$ cat config.mk
export PLATFORM = sky130hd
export DESIGN_NAME = ascii_digit_scan_conv
export DESIGN_NICKNAME = d
export VERILOG_FILES = /design/src/rtl/ascii_digit_scan_conv.sv
export SDC_FILE = /design/constraint.sdc
export NUM_CORES = 1
export LEC_CHECK = 0
export CAP_MARGIN = 20
export CORE_ASPECT_RATIO = 2
export CORE_MARGIN = 4
export CORE_UTILIZATION = 30
export CTS_BUF_LIST = sky130_fd_sc_hd__clkbuf_8 sky130_fd_sc_hd__clkbuf_16
export CTS_CLUSTER_SIZE = 12
export DETAILED_ROUTE_END_ITERATION = 6
export PLACE_DENSITY = 0.44
export SETUP_SLACK_MARGIN = 0.5
export SYNTH_ARGS = -nofsm -noshare
export SYNTH_HDL_FRONTEND = slang
export SYNTH_SLANG_ARGS = --single-unit
$ cat constraint.sdc
create_clock -name Clk -period 3.8 [get_ports Clk]
set_input_delay 0.76 -clock Clk [delete_from_list [all_inputs] [get_ports Clk]]
set_output_delay 0.76 -clock Clk [all_outputs]
set_load 0.1 [all_outputs]
$ cat src/rtl/ascii_digit_scan_conv.sv
// Character buffer that converts ASCII digits in place (decimal or hex), then
// replays every entry on a paced display port for a seven-segment/LED driver.
module ascii_digit_scan_conv #(
  parameter int DEPTH       = 16,
  parameter int AW          = 4,
  parameter int MAX_HITS    = 8,
  parameter int CW          = 5,
  parameter int WAIT_CYCLES = 10000
) (
  input  logic          Clk,
  input  logic          Rst,
  input  logic          go,
  input  logic          hex_mode,
  input  logic          ld_en,
  input  logic [AW-1:0] ld_addr,
  input  logic [7:0]    ld_data,
  output logic          busy,
  output logic [CW-1:0] count,
  output logic          done,
  output logic          disp_valid,
  output logic [AW-1:0] disp_addr,
  output logic [7:0]    disp_data
);

  localparam int DW = (WAIT_CYCLES > 1) ? $clog2(WAIT_CYCLES) : 1;

  typedef enum logic [2:0] {IDLE, SCAN, DWAIT, DSHOW, DONE} state_t;

  state_t        state;
  logic [AW-1:0] idx;
  logic [DW-1:0] dwell;
  logic          hex_l;
  logic [7:0]    mem [DEPTH];

  logic [7:0] cur;
  logic [7:0] conv;
  logic       match;
  logic       ld_ok;
  logic       scan_last;

  assign cur   = mem[idx];
  assign ld_ok = (state == IDLE || state == DONE) && ld_en && (32'(ld_addr) < 32'(DEPTH));

  // NOTE: every signal driven in always_comb gets a default first, so no path
  // leaves it unassigned and no latch is inferred.
  always_comb begin
    match = 1'b0;
    conv  = cur;
    if (cur >= 8'd48 && cur <= 8'd57) begin
      match = 1'b1;
      conv  = cur - 8'd48;
    end else if (hex_l && cur >= 8'd65 && cur <= 8'd70) begin
      match = 1'b1;
      conv  = cur - 8'd55;
    end else if (hex_l && cur >= 8'd97 && cur <= 8'd102) begin
      match = 1'b1;
      conv  = cur - 8'd87;
    end
  end

  // Early stop happens when this entry's hit brings the total to MAX_HITS.
  assign scan_last = (idx == AW'(DEPTH - 1)) || (match && (count == CW'(MAX_HITS - 1)));

  // NOTE: the buffer has no reset; it is a plain RAM whose contents must
  // survive Rst. Writes are only suppressed while Rst is asserted.
  always_ff @(posedge Clk) begin
    if (!Rst) begin
      if (ld_ok)
        mem[ld_addr] <= ld_data;
      else if (state == SCAN && match)
        mem[idx] <= conv;
    end
  end

  // NOTE: sequential state uses non-blocking assignments only, so every
  // register samples pre-edge values regardless of statement order.
  always_ff @(posedge Clk) begin
    if (Rst) begin
      state      <= IDLE;
      busy       <= 1'b0;
      count      <= '0;
      done       <= 1'b0;
      disp_valid <= 1'b0;
      disp_addr  <= '0;
      disp_data  <= '0;
      idx        <= '0;
      dwell      <= '0;
      hex_l      <= 1'b0;
    end else begin
      disp_valid <= 1'b0;
      unique case (state)
        IDLE, DONE: begin
          if (go) begin
            state <= SCAN;
            busy  <= 1'b1;
            done  <= 1'b0;
            idx   <= '0;
            count <= '0;
            hex_l <= hex_mode;
          end
        end
        SCAN: begin
          if (match)
            count <= count + 1'b1;
          if (scan_last) begin
            state <= DWAIT;
            idx   <= '0;
            dwell <= '0;
          end else begin
            idx <= idx + 1'b1;
          end
        end
        DWAIT: begin
          if (dwell == DW'(WAIT_CYCLES - 1)) begin
            // Load the display registers so they are valid during DSHOW.
            state      <= DSHOW;
            disp_valid <= 1'b1;
            disp_addr  <= idx;
            disp_data  <= mem[idx];
          end else begin
            dwell <= dwell + 1'b1;
          end
        end
        DSHOW: begin
          if (idx == AW'(DEPTH - 1)) begin
            state <= DONE;
            busy  <= 1'b0;
            done  <= 1'b1;
          end else begin
            state <= DWAIT;
            idx   <= idx + 1'b1;
            dwell <= '0;
          end
        end
        default: state <= IDLE;
      endcase
    end
  end

endmodule

# ---- Word-level counts from Yosys, hierarchy flattened
# Memories as Yosys holds them, arrays and structs flattened. A register that Yosys moved wholly into a read port is not among the register bits.
# Cells that the tools add are included.
dict set report totals {
  register_bits 42
  latchBits 0
  ram_bits 128
  mem_bits_ro 0
  out_inout_bits 20
  elab_cells 104
  mem_count 1
}
# memory words width rd rd_ports_with_merged_regs write_ports line
set memory_table {}
lappend memory_table {mem 16 8 1 1 1 33} ;# logic [7:0] mem [DEPTH];
dict set report classes {
  n_addsub 6
  mul 0
  n_div 0
  n_lt_le_gt_ge 6
  eq_ne 14
  shifts 0
  n_mux 41
  bitwise 1
  n_reduce_logical 25
}
# operator count
set ops {}
lappend ops {{$mux 14} 3}
lappend ops {{$pmux 14 s3} 1}
lappend ops {{$mux 8} 4}
lappend ops {{$mux 4} 6}
lappend ops {{$ge 8x7->1 const B} 2}
lappend ops {{$le 8x7->1 const B} 2}
lappend ops {{$mux 1} 16}
lappend ops {{$sub 8x6->8 const B} 2}
lappend ops {{$add 14x1->14 const B} 1}
lappend ops {{$eq 14x14->1 const B} 1}
lappend ops {{$ne 2x2->1 const B} 7}
lappend ops {{$mux 3} 4}
lappend ops {{$pmux 3 s4} 1}
lappend ops {{$pmux 4 s3} 1}
lappend ops {{$reduce_and 3->1} 4}
lappend ops {{$mux 5} 2}
lappend ops {{$pmux 5 s2} 1}
lappend ops {{$ge 8x6->1 const B} 1}
lappend ops {{$le 8x6->1 const B} 1}
lappend ops {{$logic_and 1x1->1} 8}
lappend ops {{$reduce_or 8->1} 1}
lappend ops {{$sub 8x7->8 const B} 1}
lappend ops {{$eq 3x2->1 const B} 2}
lappend ops {{$reduce_bool 3->1} 2}
lappend ops {{14 further kinds} 19}

# ---- Depth between registers and ports, before layout
# Gate-level depths: netlist of the first run.
dict set report logic_depth {
  depth_word 13
  depth_mapped 18
}

# ---- Worst setup path before layout of the first run
# Ideal clock, no wire load.
dict set report synth_timing {
  path_type {register -> register}
  start {register (tool-made name)}
  end {memory mem[0][6], data pin}
  setup_time_ns 0.341
  t_arrival_ns 3.761
  path_slack_ns -0.302
  path_stages_with_launch 15
  path_buffers 3
  path_cell_list {dfxtp_1 -> buf_6 -> buf_12 -> mux4_1 -> nand2_1 -> and4_1 -> buf_4 -> inv_1 -> ha_1 -> or4b_4 -> a32oi_4 -> o2bb2ai_2 -> a21o_1 -> and3_1 -> o31ai_1}
}
# element line
set synth_rtl {}
lappend synth_rtl {{end: declaration} 33}

==> out/metrics.cfg, run 1 <==
[global_route]
gr-usage-all-layers=0.178
via_count_of_the_first_global_routing_pass=6312
grt_first_pass_wirelength_um=39300
grt_antenna_before_repair=0
grt.overflow.total=0
grt_max_degree=38

[sta]
slew-limit-headroom=0.330
setup_slack_of_the_critical_path_after_layout_ns=-0.0515
transition_at_the_pin_with_the_smallest_max_transition_slack_ns=1.00
final_max_slew_viol_count=0
final.min_clock_period_ns=3.85
finalHoldViolCount=0
rsz_0062_raised_after_global_routing=yes
timing.clock.skew_ns=0.00806
max_freq_mhz=260
setup-tns-final_ns=-1.85
final_period_util=1.01
hold_ws_ns=0.453
timing.final.setup_violations=83

[synth]
synth_area_um2=8100
synthesis.instances=623
synth_fp_nets=651
synth.avg_cell_area_um2=13.0
ys_ff_latch=174
ys_dominant_reg_cell=sky130_fd_sc_hd__edfxtp_1
ys_seq_area_frac=0.588
synth-edff-count=128
synth-warning-count=0
synth-async-reset-ratio=0
synth_cell_type_count=76

[drt]
via_per_inst=5.18
dr_total_vias=5966
detail_route.iter0.violations=340
post-route-drc-count=0
finalWirelength_um=26200
routed_wire_length_per_instance_um=22.8
dr.pass1.iters=4
drt.antenna.violating_nets=0

[floorplanning]
die_width_um=124
floorplan.io_pins=37
effective_utilization_at_floorplan=0.306
core.rowCount=84
core_area_um2=26500
die_outline_area_um2=29900
die_y_um=240

[clock_tree]
number_of_clock_sinks=174
cts_tree=built
ctsHtreeMaxLevel=4
cts_hold_buffers=0
cts.path.max_buffers=2
worst_skew_pair.late_latency_ns=0.45
cts_root_buffer=sky130_fd_sc_hd__clkbuf_16
clk_transition_reported_paths_ns=0.07
cts_inserted_buffers=17

[cells_and_area]
nets=822
antenna_cells_inserted=0
layout.cells.non_filler=1151
mostFrequentLayoutCell=sky130_fd_sc_hd__edfxtp_1
share_of_layout_cells_above_drive_strength_1=0.388
layout_overhead_on_the_synthesized_area_pct=43.4
final_cell_mix=sky130_fd_sc_hd__edfxtp_1, sky130_fd_sc_hd__buf_4, sky130_fd_sc_hd__nand2_1
finalInstanceArea_um2=11600

[setup_path]
cp.arrival_ns=4.16
critical-path-slowest-cell=sky130_fd_sc_hd__mux4_2
critical_path_required_ns=4.11
timing.critical_path.from_type=flip-flop
timing.critical_path.to_type=flip-flop
maximum_fanout_along_the_worst_path=8
crit_chain=buf_8, mux4_2, nand3_2, and4_4, inv_4, ha_4, or4b_4, a32oi_4, o2bb2ai_4, o211ai_4, buf_12, buf_12, buf_12, nand2_2, o21ai_4, clkbuf_16
largest_incremental_delay_on_the_critical_path_ns=0.55
timing.critical_path.mode_cell=sky130_fd_sc_hd__buf_12
path_class=flip-flop to flip-flop

[placed_design]
place_area_um2=10100
place.gp.congestion=0.862
dp.cells=1073
place_hpwl_um=18600
io_buffer_count=36

[flow_run]
max_cap_violations=0

[power]
pwr_density_cell_nw_per_um2=373
irDropWorstVdd_v=0.000320
cellLeakagePower_nw=3.88

[outcome]
failed_checks=negative setup slack
run_status=finished with violations

[min_path]
holdCritPathClass=flip-flop to flip-flop

[final timing paths]
check                         endpoint  slack [ns]                       from  cells after the start
min          disp_data[7]$_SDFFE_PP0P_        0.45  disp_data[7]$_SDFFE_PP0P_                      2
max reg2reg       mem[14][4]$_DFFE_PP_       -0.05                  flip-flop                     16
min reg2reg  disp_data[7]$_SDFFE_PP0P_        0.45  disp_data[7]$_SDFFE_PP0P_                      2
max               mem[14][4]$_DFFE_PP_       -0.05                  flip-flop                     16
[what timing repair did]
item,CTS,global route
cloned,4,1
setup endpoints to repair,285,285
gates resized for setup,102,18
pin swaps,30,6
setup buffers,36,4
[flip-flops by register name, summed over array words and instances, names as in the netlist, 3 cells and up, named ones only]
name	flops
mem	128
disp_addr	4
state	3
dwell	14
count	5
idx	4
disp_data	8
[kinds of logic (layout without fill, tap and decap cells)]
kind of cell / count (synthesis) / in the layout / synth area share
AOI/OAI and AO/OA: 137 / 139 / 0.124
xor gates and xnor gates: 6 / 6 / 0.00648
adders and majority gates: 11 / 11 / 0.0170
buffers and inverters: 49 / 231 / 0.0335
DFF: 174 / 174 / 0.588
muxes: 46 / 46 / 0.107
and+or+nand+nor: 200 / 200 / 0.125
[cell type report]
cell class | count | area [um^2]
Tap cell | 344 | 430
Clock inverter | 15 | 136
Clock buffer | 17 | 425
Sequential cell | 174 | 4770
Inverter | 15 | 62.6
Fill cell | 2461 | 14900
Multi-Input combinational cell | 402 | 3780
Timing Repair Buffer | 184 | 2010
[synth_stat cells, drive strengths merged, types with 7 or more instances]
cell,count,area (um^2)
dfxtp,46,921
mux4,28,672
nand3,22,133
edfxtp,128,3840
mux2,10,113
nor2b,9,56.3
nand2b,8,50.1
nor2,40,150
o21ai,23,119
clkbuf,14,52.6
mux2i,8,80.1
ha,11,138
a21oi,40,200
and3,12,75.1
buf,20,163
nand2,66,248
o32ai,18,158
a31oi,8,50.1
nor3,7,35.0
inv,14,52.6
[power by group]
| part | leakage, nW | internal, mW | total (mW) | switching (mW) |
|---|---|---|---|---|
| clock | 0.267 | 0.909 | 1.70 | 0.787 |
| sequential | 1.53 | 2.06 | 2.07 | 0.0170 |
| combinational | 2.09 | 0.259 | 0.568 | 0.309 |
| total | 3.88 | 3.22 | 4.34 | 1.11 |
[metal layers]
metal | track usage | up-vias | wire length [um]
li1 | - | 2759 | -
met1 | 0.172 | 3046 | 9030
met2 | 0.352 | 114 | 15200
met3 | 0.0327 | 47 | 645
met4 | 0.0974 | 0 | 1320
met5 | 0 | - | 0
[stage by stage]
stage / power (mW) / setup slack (ns) / util
detailed placement: 2.58 / -0.475 / 0.383
global placement: 2.58 / -0.406 / 0.383
CTS: 4.38 / -0.0429 / 0.434
finish: 4.34 / -0.0515 / 0.439
floorplan: 2.39 / 0.226 / -
global route: 4.49 / -0.171 / 0.439
[critical path, delay by kind of cell, from the launching register on]
kind            cells  cell delay, ns
compound gates      4            0.86
fa+ha+maj           1            0.15
flops               1            0.37
mux                 1            0.55
buf+inv             6            0.78
simple gates        4            0.97
No activity file was read; power rests on OpenSTA's default activity.
==> run 2: changes to the inputs <==
Settings changed: CORE_MARGIN 4 to 1.5, CTS_BUF_LIST sky130_fd_sc_hd__clkbuf_8 sky130_fd_sc_hd__clkbuf_16 to sky130_fd_sc_hd__clkbuf_2.
==> run 2 against run 1 <==
The run now ends clean. Clock-buffer cell count is the same. Via count shrank 2.7%. Global-route usage shrank 0.19 points. Non-clock buffer count shrank 15. Sequential share of layout area grew 0.82 points. Die area shrank 6.0%. Combinational power is essentially flat. First-iteration DRC count grew 5.0%. Worst setup slack gained 0.12 ns. Maximum frequency grew 3.1%. Clock power shrank 45%. Largest cell class unchanged.
==> out/metrics.cfg, run 2 (synthesis results as in run 1) <==
[global_route]
grt_antenna_before_repair=1
grt.overflow.total=0
gr-usage-all-layers=0.176
grt_first_pass_wirelength_um=36500
grt_max_degree=38
via_count_of_the_first_global_routing_pass=5991

[sta]
slew-limit-headroom=0.347
max_freq_mhz=268
timing.clock.skew_ns=0.0409
final_max_slew_viol_count=0
final.min_clock_period_ns=3.73
timing.final.setup_violations=0
rsz_0062_raised_after_global_routing=yes
finalHoldViolCount=0
transition_at_the_pin_with_the_smallest_max_transition_slack_ns=0.978
final_period_util=0.983
hold_ws_ns=0.459
setup_slack_of_the_critical_path_after_layout_ns=0.0658

[min_path]
holdCritPathClass=primary input to flip-flop
min_path_cells=3
worst_hold_path.endpoint=hex_l$_SDFFE_PP0P_
min-delay-start=hex_mode

[placed_design]
place_hpwl_um=15900
pre_cts_slack_ns=-0.386
io_buffer_count=36
place.gp.congestion=0.814
dp.cells=1073

[clock_tree]
worst_skew_pair.late_latency_ns=0.85
cts_tree=built
cts_inserted_buffers=17
cts_hold_buffers=0
clk_transition_reported_paths_ns=0.25
cts.path.max_buffers=2
number_of_clock_sinks=174
ctsHtreeMaxLevel=4
cts_root_buffer=sky130_fd_sc_hd__clkbuf_2

[setup_path]
critical_path_required_ns=4.37
worst_case_reg_to_reg_path_depth=13
worst_r2r_endpoint=mem[9][5]$_DFFE_PP_
cp.arrival_ns=4.31
timing.critical_path.from_type=flip-flop
path_class=flip-flop to flip-flop
r2r_slack_ns=0.07
timing.critical_path.to_type=flip-flop
maximum_fanout_along_the_worst_path=8

[cells_and_area]
layout_overhead_on_the_synthesized_area_pct=40.5
reg_top3=mem (128), dwell (14), disp_data (8)
number_of_flip_flops_in_the_largest_register=128
layout.cells.non_filler=1143
share_of_layout_cells_above_drive_strength_1=0.385
final_cell_mix=sky130_fd_sc_hd__edfxtp_1, sky130_fd_sc_hd__buf_4, sky130_fd_sc_hd__nand2_1
nets=808
mostFrequentLayoutCell=sky130_fd_sc_hd__edfxtp_1
largest_register=mem

[outcome]
run_status=completed

[floorplanning]
die_width_um=119
die_outline_area_um2=28100
core_area_um2=26700
die_y_um=235
floorplan.io_pins=37
effective_utilization_at_floorplan=0.304
core.rowCount=85

[drt]
drt.antenna.violating_nets=0
dr.pass1.iters=7
dr_total_vias=5807
finalWirelength_um=23900
routed_wire_length_per_instance_um=20.9
post-route-drc-count=0
via_per_inst=5.08
detail_route.iter0.violations=357

[power]
pwr_density_cell_nw_per_um2=314
cellLeakagePower_nw=3.84
irDropWorstVdd_v=0.000210

[flow_run]
max_cap_violations=0

run 2: cell count changes in the layout (fill, tap and decap cells not counted), sizes merged:
cell | before | now
buf | 147 | 130
bufinv | 1 | 0
clkbuf | 18 | 20
clkdlybuf4s50 | 36 | 31
clkinv | 5 | 6
clkinvlp | 5 | 0
diode | 0 | 2
dlymetal6s2s | 0 | 5
inv | 19 | 24
o21ai | 23 | 24
run 2: layout make-up:
type / count / area [um^2]
Clock inverter: 15 / 140
Fill cell: 2504 / 15300
Timing Repair Buffer: 169 / 1970
Sequential cell: 174 / 4770
Tap cell: 348 / 435
Inverter: 15 / 63.8
Antenna cell: 2 / 5.00
Multi-Input combinational cell: 403 / 3920
Clock buffer: 17 / 85.1
run 2: routing by layer:
metal | wire (um) | vias to the layer above | GRT usage
met5 | 0 | - | 0
met4 | 508 | 0 | 0.0613
met3 | 770 | 25 | 0.0329
met2 | 12100 | 92 | 0.290
met1 | 10600 | 2942 | 0.232
li1 | - | 2748 | -
run 2: how the worst max path moves through the flow:
stage / slack [ns] / to / cells after the start
2_1_floorplan: 0.23 / mem[4][0]$_DFFE_PP_ / 14
3_3_place_gp: -0.33 / mem[15][0]$_DFFE_PP_ / 13
3_5_place_dp: -0.39 / mem[12][3]$_DFFE_PP_ / 12
4_1_cts: 0.03 / mem[7][3]$_DFFE_PP_ / 14
5_1_grt: -0.06 / mem[3][5]$_DFFE_PP_ / 14
6_report: 0.07 / mem[9][5]$_DFFE_PP_ / 13
run 2: report_power, final:
| part | internal (mW) | total (mW) | switching [mW] |
|---|---|---|---|
| Sequential | 2.06 | 2.08 | 0.0179 |
| Clock | 0.210 | 0.935 | 0.725 |
| Combinational | 0.261 | 0.567 | 0.306 |
run 2: critical path: stages, from the launching register on:
cell and delay (ns):
sky130_fd_sc_hd__dfxtp_4 0.46, sky130_fd_sc_hd__buf_6 0.12, sky130_fd_sc_hd__buf_12 0.10, sky130_fd_sc_hd__mux4_2 0.52, sky130_fd_sc_hd__a22oi_2 0.22, sky130_fd_sc_hd__nand3_4 0.18
sky130_fd_sc_hd__buf_6 0.17, sky130_fd_sc_hd__o41a_1 0.34, sky130_fd_sc_hd__a221oi_4 0.39, sky130_fd_sc_hd__o211ai_4 0.18, sky130_fd_sc_hd__buf_12 0.20, sky130_fd_sc_hd__buf_12 0.14
sky130_fd_sc_hd__o32ai_4 0.26, sky130_fd_sc_hd__buf_12 0.19
run 2: stage by stage:
stage	utilization	cell area, um^2	TNS, ns	total power, mW
CTS	0.418	11100	0	3.60
finish	0.427	11400	0	3.58
floorplan	-	8540	0	2.39
global route	0.427	11400	-2.26	3.73
detailed placement	0.381	10200	-55.61	2.57
global placement	0.380	10200	-42.13	2.57
run 2: timing repair:
item | 4_1_cts | 5_1_grt
endpoints found under the setup margin | 289 | 290
resized for setup | 83 | 56
pin swaps | 26 | 21
buffers inserted | 25 | 2
gates cloned | 7 | 1
